[src/rtl/mux7_rr_scheduler_if.sv]
`default_nettype none
// ============================================================================
// Module   : mux7_rr_scheduler_if
// Purpose  : Bundles the request/grant/select signals between the seven
//            requesters and the round-robin scheduler that owns the mux select.
// Signals  : req        [6:0] level request, bit i = requester i wants the mux
//            grant      [6:0] one-hot current owner, zero when no owner
//            mux_select [2:0] select for the 7-to-1 mux (0..6)
//            valid            mux output belongs to the granted requester
// Modports : master - requester side (drives req)
//            slave  - scheduler side (drives grant/mux_select/valid)
// Revision : 1.0 - initial release
// ============================================================================
interface mux7_rr_scheduler_if;
  logic [6:0] req;
  logic [6:0] grant;
  logic [2:0] mux_select;
  logic       valid;

  modport master (
    output req,
    input  grant,
    input  mux_select,
    input  valid
  );

  modport slave (
    input  req,
    output grant,
    output mux_select,
    output valid
  );
endinterface
`default_nettype wire

[src/rtl/mux7_rr_scheduler.sv]
`default_nettype none
// ============================================================================
// Module   : mux7_rr_scheduler
// Purpose  : Round-robin scheduler sharing one 7-to-1 mux among 7 requesters.
//            Each ownership lasts at most HOLD_CYCLES cycles and is followed
//            by one idle GAP cycle before the next arbitration.
// Ports    : clock  - system clock, rising edge
//            resetn - asynchronous active-low reset
//            bus    - slave modport of mux7_rr_scheduler_if
//                     (req in; grant, mux_select, valid out, all registered)
// Params   : HOLD_CYCLES - max consecutive GRANT cycles per ownership (1..15)
// Revision : 1.0 - initial release
// ============================================================================
module mux7_rr_scheduler #(
  parameter int HOLD_CYCLES = 4
) (
  input  wire logic             clock,
  input  wire logic             resetn,
  mux7_rr_scheduler_if.slave    bus
);

  localparam logic [3:0] c_hold_max = 4'(HOLD_CYCLES);

  typedef enum logic [1:0] {
    ST_IDLE  = 2'd0,
    ST_GRANT = 2'd1,
    ST_GAP   = 2'd2
  } state_t;

  state_t     r_state, w_state_nxt;
  logic [2:0] r_ptr,   w_ptr_nxt;
  logic [3:0] r_hold,  w_hold_nxt;
  logic [6:0] r_grant, w_grant_nxt;
  logic [2:0] r_sel,   w_sel_nxt;
  logic       r_valid, w_valid_nxt;

  logic       w_found;
  logic [2:0] w_winner;
  logic [3:0] w_idx;

  // Search upward from r_ptr, wrapping 6->0; the first set request wins.
  always_comb begin
    w_found  = 1'b0;
    w_winner = r_ptr;
    w_idx    = 4'd0;
    for (int k = 0; k < 7; k++) begin
      w_idx = {1'b0, r_ptr} + 4'(k);
      if (w_idx >= 4'd7) begin
        w_idx = w_idx - 4'd7;
      end
      if (!w_found && bus.req[w_idx[2:0]]) begin
        w_found  = 1'b1;
        w_winner = w_idx[2:0];
      end
    end
  end

  // Next-state and next-output logic. Outputs are computed one cycle ahead
  // so that grant, mux_select and valid all come straight from flops.
  always_comb begin
    w_state_nxt = r_state;
    w_ptr_nxt   = r_ptr;
    w_hold_nxt  = r_hold;
    w_grant_nxt = r_grant;
    w_sel_nxt   = r_sel;
    w_valid_nxt = r_valid;

    case (r_state)
      ST_GRANT: begin
        // r_sel is the current owner; release or hold limit both end it.
        if (!bus.req[r_sel] || (r_hold == c_hold_max)) begin
          w_state_nxt = ST_GAP;
          w_grant_nxt = 7'd0;
          w_valid_nxt = 1'b0;
        end else if (r_hold < c_hold_max) begin
          w_hold_nxt = r_hold + 4'd1;
        end
      end

      default: begin
        // IDLE and GAP arbitrate identically; mux_select keeps the last owner.
        if (w_found) begin
          w_state_nxt = ST_GRANT;
          w_ptr_nxt   = (w_winner == 3'd6) ? 3'd0 : (w_winner + 3'd1);
          w_hold_nxt  = 4'd1;
          w_grant_nxt = 7'd1 << w_winner;
          w_sel_nxt   = w_winner;
          w_valid_nxt = 1'b1;
        end else begin
          w_state_nxt = ST_IDLE;
          w_grant_nxt = 7'd0;
          w_valid_nxt = 1'b0;
        end
      end
    endcase
  end

  always_ff @(posedge clock or negedge resetn) begin
    if (!resetn) begin
      r_state <= ST_IDLE;
      r_ptr   <= 3'd0;
      r_hold  <= 4'd0;
      r_grant <= 7'd0;
      r_sel   <= 3'd0;
      r_valid <= 1'b0;
    end else begin
      r_state <= w_state_nxt;
      r_ptr   <= w_ptr_nxt;
      r_hold  <= w_hold_nxt;
      r_grant <= w_grant_nxt;
      r_sel   <= w_sel_nxt;
      r_valid <= w_valid_nxt;
    end
  end

  assign bus.grant      = r_grant;
  assign bus.mux_select = r_sel;
  assign bus.valid      = r_valid;

endmodule
`default_nettype wire
[src/flat_wrapper.sv]
// flat-port wrapper written by rule: the top's interface ports become plain ports
module mux7_rr_scheduler_flat 
#(
  parameter int HOLD_CYCLES = 4
)
  (clock, resetn, bus_req, bus_grant, bus_mux_select, bus_valid);
  mux7_rr_scheduler_if bus_i ();
  input  wire logic clock;
  input  wire logic resetn;
  input wire logic [$bits(bus_i.req)-1:0] bus_req;
  output wire logic [$bits(bus_i.grant)-1:0] bus_grant;
  output wire logic [$bits(bus_i.mux_select)-1:0] bus_mux_select;
  output wire logic [$bits(bus_i.valid)-1:0] bus_valid;
  assign bus_i.req = bus_req;
  assign bus_grant = bus_i.grant;
  assign bus_mux_select = bus_i.mux_select;
  assign bus_valid = bus_i.valid;
  mux7_rr_scheduler #(.HOLD_CYCLES(HOLD_CYCLES)) u_core (.clock(clock), .resetn(resetn), .bus(bus_i));
endmodule
[config.mk]
export PLATFORM = sky130hd
export DESIGN_NAME = mux7_rr_scheduler_flat
export DESIGN_NICKNAME = d
export VERILOG_FILES = /design/src/rtl/mux7_rr_scheduler_if.sv /design/src/rtl/mux7_rr_scheduler.sv /design/src/flat_wrapper.sv
export SDC_FILE = /design/constraint.sdc
export NUM_CORES = 1
export LEC_CHECK = 0
export ABC_AREA = 1
export CORE_MARGIN = 2
export CORE_UTILIZATION = 55
export CTS_CLUSTER_SIZE = 10
export DETAILED_ROUTE_END_ITERATION = 10
export GPL_ROUTABILITY_DRIVEN = 0
export PLACE_DENSITY = 0.76
export SLEW_MARGIN = 10
export SYNTH_ARGS = -nofsm -noshare
export SYNTH_HDL_FRONTEND = slang
export SYNTH_SLANG_ARGS = --single-unit
export TNS_END_PERCENT = 20
[constraint.sdc]
create_clock -name clock -period 7.9 [get_ports clock]
set_input_delay 1.975 -clock clock [delete_from_list [all_inputs] [get_ports clock]]
set_output_delay 1.975 -clock clock [all_outputs]
set_load 0.01 [all_outputs]
==> summary.json, run 1 <==
{
  "logic_synthesis": {
    "synth_enable_flop_cells": 0,
    "yosysSeqAreaShare": 0.184,
    "yosys_warnings": 0,
    "yosys-top-cells-area": "sky130_fd_sc_hd__nand2_1 22%, sky130_fd_sc_hd__dfrtp_1 18%, sky130_fd_sc_hd__nand3_1 15%, sky130_fd_sc_hd__ha_1 7.3%, sky130_fd_sc_hd__inv_1 6.4%",
    "post_synth.cell_area_avg_um2": 6.12,
    "synth_async_sr_flop_share": 1.00,
    "post_synth_instance_area_um2": 2580,
    "synth-seq-cells": 19,
    "synth.top_cell.area_share": 0.224,
    "synth_cells": 422,
    "ys.flop_type": "sky130_fd_sc_hd__dfrtp_1",
    "synth_fp_nets": 447,
    "netlist.top_cell.by_area": "sky130_fd_sc_hd__nand2_1",
    "synth_cell_types": 35
  },
  "route": {
    "antenna_left": 0,
    "routed_wirelength_mm": 6.83,
    "post-route-drc-count": 0,
    "vias_per_cell": 5.59,
    "drt-initial-drc-count": 223,
    "route.vias.total": 2751,
    "detailedRoute.firstPassIterationCount": 5,
    "wire_per_inst_um": 13.9
  },
  "timing": {
    "worst_slew_pin_slew_ns": 0.855,
    "worst_clock_skew_ns": 0.00387,
    "setup-tns-final_ns": 0,
    "finalHoldViolCount": 0,
    "final_critical_period_ns": 4.34,
    "finalMaxSlewViolations": 0,
    "rsz_0062_raised_after_global_routing": "no",
    "setup_viol_count_final": 0,
    "clock.fmax_ghz": 0.231,
    "slew_headroom": 0.430,
    "finalCritPeriodShare": 0.549,
    "final.setup.worst_slack_ns": 3.56
  },
  "cells_and_area": {
    "layout.cells.most_common": "sky130_fd_sc_hd__nand2_1",
    "layout.cells.most_common_list": "154 x sky130_fd_sc_hd__nand2_1, 75 x sky130_fd_sc_hd__nand3_1, 44 x sky130_fd_sc_hd__inv_1",
    "syn2layout_area_growth_pct": 9.64,
    "number_of_diodes": 0,
    "layout.filler_cells": 432,
    "fin_nets": 466,
    "seqCellArea_um2": 475,
    "multi_input_comb_area_um2": 1840,
    "post_route_cells_drive_above_1_share": 0.130
  },
  "setup_path": {
    "worst-r2r-cell-count": 20,
    "cp-end-kind": "flip-flop",
    "critPathLaunch": "bus_req[2]",
    "critical_path_cell_count": 20,
    "timing.critical_path.from_type": "input port",
    "worstPathMaxFanout": 12,
    "destination_of_the_worst_register_to_register_timing_path": "u_core.r_ptr[2]",
    "arrival_ns": 4.53,
    "worst-setup-path-type": "input port to flip-flop",
    "crit_path_cell_trace": "clkdlybuf4s50_1 -> inv_1 -> nand3_2 -> nand3_2 -> nand3_2 -> nand2_4 -> nand3_2 -> nor2_4 -> nand3_2 -> nand2_1 -> inv_1 -> nand2_1 -> nand2_1 -> nand2_2 -> inv_2 -> nor2_1 -> ha_1 -> nor2_1 -> nand2_1 -> nand2_1",
    "worst_r2r_startpoint": "u_core.r_ptr[0]",
    "worst-path-buf-inv": 4,
    "crit_family": "simple AND/OR/NAND/NOR gates",
    "endpoint": "u_core.r_ptr[2]",
    "crit_path_max_incr_delay_ns": 0.47,
    "critical-path-slowest-cell": "sky130_fd_sc_hd__clkdlybuf4s50_1",
    "worst_setup_slack_for_register_to_register_paths_ns": 3.93,
    "cp_data_required_time_ns": 8.10
  },
  "global_routing": {
    "grt_max_degree": 22,
    "grt_antenna_before_repair": 0,
    "grt_use_total": 0.277,
    "remaining_global_route_overflow": 0,
    "vias_in_the_first_global_route": 2580,
    "wire_length_of_the_first_global_routing_pass_mm": 11.6
  },
  "run_status": {
    "run_status": "finished, final reports clean"
  },
  "clock_network": {
    "ctsResizeCount": 0,
    "clk_transition_reported_paths_ns": 0.07,
    "clock_latency_ns": 0.25,
    "cts_max_path_bufs": 2,
    "htree_num_levels": 1,
    "root_driver": "sky130_fd_sc_hd__clkbuf_8",
    "cts_hold_buf": 0,
    "cts-buffers-inserted": 3,
    "tritoncts_num_sinks": 19,
    "cts_tree": "built",
    "cts_setup_buffers": 0
  },
  "worst_hold_path": {
    "min_path_type": "flip-flop to flip-flop",
    "hold-path-cell-count": 2
  },
  "floorplanning": {
    "rows": 24,
    "floorplan.initialDensity": 0.581,
    "die_width_um": 72.5,
    "die_y_um": 72.5,
    "floorplan.core_area_um2": 4440,
    "ios": 20,
    "total_die_area_um2": 5260
  },
  "placement": {
    "place_hpwl_mm": 5.51,
    "dp_worst_setup_slack_ns": 3.34,
    "portBuffers": 19
  },
  "flow_run": {
    "maxCapViolCount": 0
  }
}
[layout make-up]
type,instances,area share
flip-flops and latches,19,0.168
repair buffers,19,0.0672
clock buffers,3,0.0146
well taps,52,0.0230
clock inverters,1,0.00177
inverters,57,0.0764
multi-input cells,341,0.649
[cell families (layout without fill, tap and decap cells)]
logic type / Yosys count / in the layout / synth area share
compound gates: 37 / 37 / 0.0838
buf+inv: 62 / 80 / 0.104
fa+ha+maj: 16 / 16 / 0.0804
xor+xnor: 1 / 1 / 0.00630
flops: 19 / 19 / 0.184
simple gates: 287 / 287 / 0.541
[state kept, by name, summed over array words and instances, names as in the netlist]
| register | count |
|---|---|
| u_core.r_ptr | 3 |
| u_core.r_hold | 4 |
| u_core.r_state | 2 |
| u_core.bus.grant | 7 |
| u_core.bus.mux_select | 3 |
[how the worst min path moves through the flow]
stage	to	start
after floorplan	u_core.r_hold[3]	u_core.r_hold[3]
after global placement	u_core.bus.grant[6]	u_core.bus.grant[6]
after detailed placement	u_core.bus.grant[2]	u_core.bus.grant[2]
after CTS	u_core.bus.grant[2]	u_core.bus.grant[2]
after global routing	u_core.bus.grant[0]	u_core.bus.grant[0]
final	u_core.bus.grant[2]	u_core.bus.grant[2]
[cell usage after synthesis, types with 2 or more instances]
library cell	n
sky130_fd_sc_hd__inv_2	12
sky130_fd_sc_hd__nand4_4	2
sky130_fd_sc_hd__nor2_1	14
sky130_fd_sc_hd__buf_6	3
sky130_fd_sc_hd__dfrtp_1	19
sky130_fd_sc_hd__nand3b_1	2
sky130_fd_sc_hd__o211ai_1	4
sky130_fd_sc_hd__a21oi_1	5
sky130_fd_sc_hd__nor2_4	3
sky130_fd_sc_hd__nand4_1	5
sky130_fd_sc_hd__nand2_1	154
sky130_fd_sc_hd__nand3_2	8
sky130_fd_sc_hd__ha_1	15
sky130_fd_sc_hd__inv_1	44
sky130_fd_sc_hd__nand3_1	75
sky130_fd_sc_hd__o21ai_0	10
sky130_fd_sc_hd__nand2_2	15
sky130_fd_sc_hd__o21ai_2	2
sky130_fd_sc_hd__o21ai_1	11
sky130_fd_sc_hd__nand2_4	4
[per-stage QoR]
stage / cells / area, um^2 / hold slack, ns / util
floorplan: 422 / 2580 / 0.487 / -
global placement: 488 / 2790 / 0.467 / 0.627
detailed placement: 488 / 2790 / 0.472 / 0.627
CTS: 492 / 2830 / 0.496 / 0.637
global route: 492 / 2830 / 0.526 / 0.637
finish: 492 / 2830 / 0.493 / 0.637
[worst min-delay path, cell delays in order (launching register included)]
cell and delay [ns]:
sky130_fd_sc_hd__dfrtp_1 0.35, sky130_fd_sc_hd__nand2_1 0.05, sky130_fd_sc_hd__nand2_1 0.05
[per-layer routing]
layer | up-vias | global-route usage | part of all wire
met3 | 23 | 0.0167 | 0.050
li1 | 1411 | - | -
met5 | - | 0 | 0
met4 | 0 | 0.119 | 0.030
met1 | 1227 | 0.332 | 0.41
met2 | 90 | 0.508 | 0.51
Power of run 1 is left out: the tool's default activity adds up to more than one toggle a clock period on the data nets, which glitch-free logic cannot reach.
==> run 2, diff against run 1 <==
Clock period 7.9 ns to 4.5 ns, I/O delays scaled along.
==> run 2 against run 1 <==
Compared with the run above: setup slack worse by 2.8 ns; via count is 2.4% higher; routed wire length is 4.7% higher; non-clock buffer count is 1 higher; critical path depth is 1 higher; sequential cell count stayed put; final cell count is 0.20% higher; global-route usage is 1.6 points higher; die area stayed put; sequential share of layout area hardly changed; clock-buffer cell count stayed put; critical path type is now flip-flop to flip-flop; largest cell class unchanged.
==> summary.json, run 2 (same netlist as run 1, synthesis figures left out) <==
{
  "run_status": {
    "run_status": "finished, final reports clean"
  },
  "clock_network": {
    "tritoncts_num_sinks": 19,
    "cts_setup_buffers": 0,
    "cts_tree": "built",
    "cts_hold_buf": 0,
    "cts_max_path_bufs": 2,
    "clock_latency_ns": 0.25,
    "htree_num_levels": 1,
    "cts-buffers-inserted": 3,
    "root_driver": "sky130_fd_sc_hd__clkbuf_8",
    "clk_transition_reported_paths_ns": 0.07,
    "ctsResizeCount": 0
  },
  "worst_hold_path": {
    "worst_hold_startpoint": "u_core.bus.grant[6]",
    "min_path_type": "flip-flop to flip-flop"
  },
  "placement": {
    "placedInstanceArea_um2": 2790,
    "portBuffers": 19,
    "place_hpwl_mm": 5.69
  },
  "cells_and_area": {
    "seqCellArea_um2": 475,
    "largest_reg_flops": 7,
    "layout.filler_cells": 444,
    "syn2layout_area_growth_pct": 9.93,
    "post-route-cell-area_um2": 2840,
    "multi_input_comb_area_um2": 1840,
    "fin_nets": 467,
    "layout.cells.most_common": "sky130_fd_sc_hd__nand2_1",
    "layout.cells.most_common_list": "154 x sky130_fd_sc_hd__nand2_1, 75 x sky130_fd_sc_hd__nand3_1, 44 x sky130_fd_sc_hd__inv_1",
    "number_of_diodes": 0,
    "post_route_cells_drive_above_1_share": 0.132,
    "final_util": 0.639
  },
  "setup_path": {
    "cp_data_required_time_ns": 4.69,
    "timing.critical_path.from_type": "flip-flop",
    "cp-end-kind": "flip-flop",
    "worst_r2r_startpoint": "u_core.r_ptr[1]",
    "arrival_ns": 3.90,
    "worstPathMaxFanout": 10,
    "worst-setup-path-type": "flip-flop to flip-flop",
    "critPathLaunch": "u_core.r_ptr[1]"
  },
  "timing": {
    "finalMaxSlewViolations": 0,
    "final_critical_period_ns": 3.71,
    "worst_clock_skew_ns": 0.00240,
    "finalCritPeriodShare": 0.824,
    "clock.fmax_ghz": 0.270,
    "setup_viol_count_final": 0,
    "worst_slew_pin_slew_ns": 0.849,
    "finalHoldViolCount": 0,
    "slew_headroom": 0.432,
    "rsz_0062_raised_after_global_routing": "no",
    "setup-tns-final_ns": 0
  },
  "route": {
    "vias_per_cell": 5.71,
    "routed_wirelength_mm": 7.15,
    "drt-initial-drc-count": 276,
    "detailedRoute.firstPassIterationCount": 5,
    "route.vias.total": 2816,
    "antenna_left": 0,
    "post-route-drc-count": 0,
    "wire_per_inst_um": 14.5
  },
  "global_routing": {
    "grt_antenna_before_repair": 0,
    "grt_max_degree": 20,
    "vias_in_the_first_global_route": 2568,
    "grt_use_total": 0.293,
    "remaining_global_route_overflow": 0,
    "wire_length_of_the_first_global_routing_pass_mm": 12.2
  },
  "floorplanning": {
    "total_die_area_um2": 5260,
    "ios": 20,
    "die_width_um": 72.5,
    "die_y_um": 72.5,
    "rows": 24,
    "floorplan.core_area_um2": 4440,
    "floorplan.initialDensity": 0.581
  },
  "flow_run": {
    "maxCapViolCount": 0
  }
}
-- run 2: changes by cell type in the layout (fill, tap and decap cells not counted) --
cell,delta
sky130_fd_sc_hd__buf_4,+1
-- run 2: routing by layer --
metal  track usage  share of wire  up-vias
li1              -              -     1408
met1         0.388           0.41     1271
met2         0.506           0.49      115
met3        0.0167          0.066       22
met4         0.101          0.033        0
met5             0              0        -
-- run 2: final timing paths --
| kind | endpoint | slack (ns) | cells after the start |
|---|---|---|---|
| max | u_core.r_ptr[2] | 0.79 | 21 |
| min | u_core.bus.grant[6] | 0.50 | 2 |
| max reg2reg | u_core.r_ptr[2] | 0.79 | 21 |
| min reg2reg | u_core.bus.grant[6] | 0.50 | 2 |
| max in group asynchronous | u_core.r_ptr[0] | 2.62 | 1 |
| min in group asynchronous | u_core.r_state[0] | 1.36 | 1 |
-- run 2: final cells by class --
class                   instances  share of cell area
flip-flops and latches         19               0.167
clock inverters                 1             0.00176
well taps                      52              0.0229
clock buffers                   3              0.0145
inverters                      57              0.0762
multi-input cells             341               0.647
repair buffers                 20              0.0696
-- run 2: through the flow --
stage               std cells  worst slack, ns  hold slack [ns]
finish                    493            0.791            0.497
global route              493            0.465            0.528
CTS                       493            0.838            0.495
detailed placement        489            0.724            0.471
global placement          489            0.756            0.469
floorplan                 422             1.31            0.487
-- run 2: critical path, cell delays in order (launching register included) --
cell	delay (ns)
sky130_fd_sc_hd__dfrtp_1	0.49
sky130_fd_sc_hd__inv_1	0.29
sky130_fd_sc_hd__ha_1	0.23
sky130_fd_sc_hd__inv_1	0.05
sky130_fd_sc_hd__fa_1	0.49
sky130_fd_sc_hd__o21ai_0	0.46
sky130_fd_sc_hd__nand3_1	0.16
sky130_fd_sc_hd__nand2_2	0.17
sky130_fd_sc_hd__nand3_2	0.11
sky130_fd_sc_hd__nor2_4	0.14
sky130_fd_sc_hd__nand3_2	0.11
sky130_fd_sc_hd__nand2_1	0.07
sky130_fd_sc_hd__inv_1	0.04
sky130_fd_sc_hd__nand2_1	0.05
sky130_fd_sc_hd__nand2_1	0.06
sky130_fd_sc_hd__nand2_2	0.14
sky130_fd_sc_hd__inv_2	0.05
sky130_fd_sc_hd__nor2_1	0.08
sky130_fd_sc_hd__ha_1	0.23
sky130_fd_sc_hd__nor2_1	0.10
sky130_fd_sc_hd__nand2_1	0.06
sky130_fd_sc_hd__nand2_1	0.05
Power of run 2 is left out for the same reason.
==> run 3, diff against run 2 <==
Settings changed: CORE_UTILIZATION 55 to 54, PLACE_DENSITY 0.76 to 0.78.
Clock period 4.5 ns to 3.3 ns, I/O delays scaled along.
==> run 3 against run 2 <==
Compared with the run above: die area up 1.7%; critical path depth up 2; critical path type unchanged; routed wire length up 2.3%; register-to-register slack worse by 0.63 ns; global-route usage down 0.49 points; final cell count up 5.9%; largest cell class unchanged; setup slack worse by 0.63 ns; first-iteration DRC count down 32%; maximum frequency up 18%; clock-buffer cell count unchanged; critical endpoint is now u_core.r_ptr[0]; hold slack worse by 0.0031 ns; highest routed layer unchanged; non-clock buffer count up 27.
==> summary.json, run 3 (same netlist as run 1, synthesis figures left out) <==
{
  "cells_and_area": {
    "number_of_diodes": 0,
    "layout.cells.most_common": "sky130_fd_sc_hd__nand2_1",
    "post_route_cells_drive_above_1_share": 0.226,
    "syn2layout_area_growth_pct": 22.1,
    "largest_reg_flops": 7,
    "layout.filler_cells": 413,
    "layout.cells.most_common_list": "147 x sky130_fd_sc_hd__nand2_1, 72 x sky130_fd_sc_hd__nand3_1, 42 x sky130_fd_sc_hd__inv_1",
    "final_util": 0.677,
    "fin_nets": 494
  },
  "clock_network": {
    "clk_transition_reported_paths_ns": 0.07,
    "tritoncts_num_sinks": 19,
    "root_driver": "sky130_fd_sc_hd__clkbuf_8",
    "cts_max_path_bufs": 2,
    "htree_num_levels": 1,
    "cts_tree": "built",
    "clock_latency_ns": 0.26,
    "cts-buffers-inserted": 3
  },
  "setup_path": {
    "crit_path_max_incr_delay_ns": 0.46,
    "worstPathMaxFanout": 7,
    "critical-path-slowest-cell": "sky130_fd_sc_hd__fa_2",
    "crit_path_cell_trace": "inv_2 -> ha_2 -> inv_1 -> fa_2 -> inv_2 -> nand2_1 -> nand2_2 -> nand2_1 -> nand3_1 -> nand3_1 -> nand2_2 -> nand3_2 -> nor2_4 -> nand4_1 -> nand2_1 -> inv_1 -> nand2_1 -> nand2_2 -> buf_4 -> nor2_4 -> nand2_1 -> nand2_1 -> nand2_1",
    "worst-setup-path-type": "flip-flop to flip-flop",
    "timing.critical_path.from_type": "flip-flop",
    "cp_data_required_time_ns": 3.45,
    "arrival_ns": 3.30,
    "cp-end-kind": "flip-flop",
    "critical-path-top-cell-by-count": "sky130_fd_sc_hd__nand2_1"
  },
  "timing": {
    "final.setup.worst_slack_ns": 0.158,
    "finalMaxSlewViolations": 0,
    "finalHoldViolCount": 0,
    "final_critical_period_ns": 3.14,
    "finalHoldWorstSlack_ns": 0.494,
    "slew_headroom": 0.423,
    "worst_clock_skew_ns": 0.00217,
    "setup-tns-final_ns": 0,
    "clock.fmax_ghz": 0.318,
    "setup_viol_count_final": 0,
    "finalCritPeriodShare": 0.952,
    "rsz_0062_raised_after_global_routing": "yes",
    "worst_slew_pin_slew_ns": 0.863
  },
  "floorplanning": {
    "die_y_um": 73.2,
    "floorplan.initialDensity": 0.554,
    "ios": 20,
    "die_width_um": 73.2,
    "total_die_area_um2": 5350,
    "rows": 25,
    "floorplan.core_area_um2": 4660
  },
  "route": {
    "post-route-drc-count": 0,
    "antenna_left": 0,
    "route.layer.met1.wl_mm": 3.35,
    "routed_wirelength_mm": 7.32,
    "wire_per_inst_um": 14.0,
    "wl_met2_mm": 3.45,
    "drt-initial-drc-count": 189,
    "wl_met3_um": 470,
    "detailedRoute.firstPassIterationCount": 5,
    "vias_per_cell": 5.56,
    "route.vias.total": 2904,
    "max_used_layer": "met4"
  },
  "flow_run": {
    "maxCapViolCount": 0
  },
  "global_routing": {
    "grt_antenna_before_repair": 0,
    "grt_use_total": 0.288,
    "grt_max_degree": 20,
    "wire_length_of_the_first_global_routing_pass_mm": 12.2,
    "vias_in_the_first_global_route": 2640,
    "remaining_global_route_overflow": 0
  },
  "placement": {
    "dp_worst_setup_slack_ns": -0.00253,
    "portBuffers": 19,
    "place_hpwl_mm": 5.82
  },
  "worst_hold_path": {
    "min_path_type": "flip-flop to flip-flop"
  },
  "run_status": {
    "run_status": "finished, final reports clean"
  }
}
run 3: timing repair:
| item | in CTS | in global routing |
|---|---|---|
| gates resized for setup | 0 | 28 |
| hold buffers | 0 | 0 |
| buffers inserted | 0 | 4 |
| hold endpoints to repair | 0 | 0 |
| endpoints found under the setup margin | 0 | 11 |
run 3: path summary, 6_finish.rpt:
kind / from / end / slack (ns) / depth (start not counted)
worst max-delay path: u_core.r_ptr[1] / u_core.r_ptr[0] / 0.16 / 23
worst min-delay path: u_core.bus.grant[5] / u_core.bus.grant[5] / 0.49 / 2
worst max register to register: u_core.r_ptr[1] / u_core.r_ptr[0] / 0.16 / 23
worst min register to register: u_core.bus.grant[5] / u_core.bus.grant[5] / 0.49 / 2
max in group asynchronous: resetn / u_core.r_ptr[2] / 1.66 / 1
min in group asynchronous: resetn / u_core.r_hold[0] / 1.05 / 1
run 3: metal layers:
| metal | track usage | vias to the layer above |
|---|---|---|
| li1 | - | 1466 |
| met1 | 0.406 | 1336 |
| met2 | 0.458 | 96 |
| met3 | 0.0511 | 6 |
| met4 | 0.0638 | 0 |
| met5 | 0 | - |
run 3: layout make-up:
class / count / area (um^2) / share of cell area
Clock buffer: 3 / 41.3 / 0.0131
Clock inverter: 1 / 7.51 / 0.00238
Inverter: 57 / 219 / 0.0694
Multi-Input combinational cell: 341 / 1940 / 0.616
Sequential cell: 19 / 477 / 0.151
Tap cell: 54 / 67.6 / 0.0214
Timing Repair Buffer: 47 / 400 / 0.127
run 3: worst max-delay path, delay by kind of cell, from the launching register on:
kind	cells	cell delay, ns
adders and majority gates	2	0.63
and+or+nand+nor	16	1.55
buffers and inverters	5	0.41
DFF	1	0.43
run 3: through the flow:
stage	cell area, um^2	instances
detailed placement	2970	514
global route	3150	522
finish	3150	522
global placement	2970	514
floorplan	2580	422
CTS	3020	518
Power of run 3 is left out for the same reason.
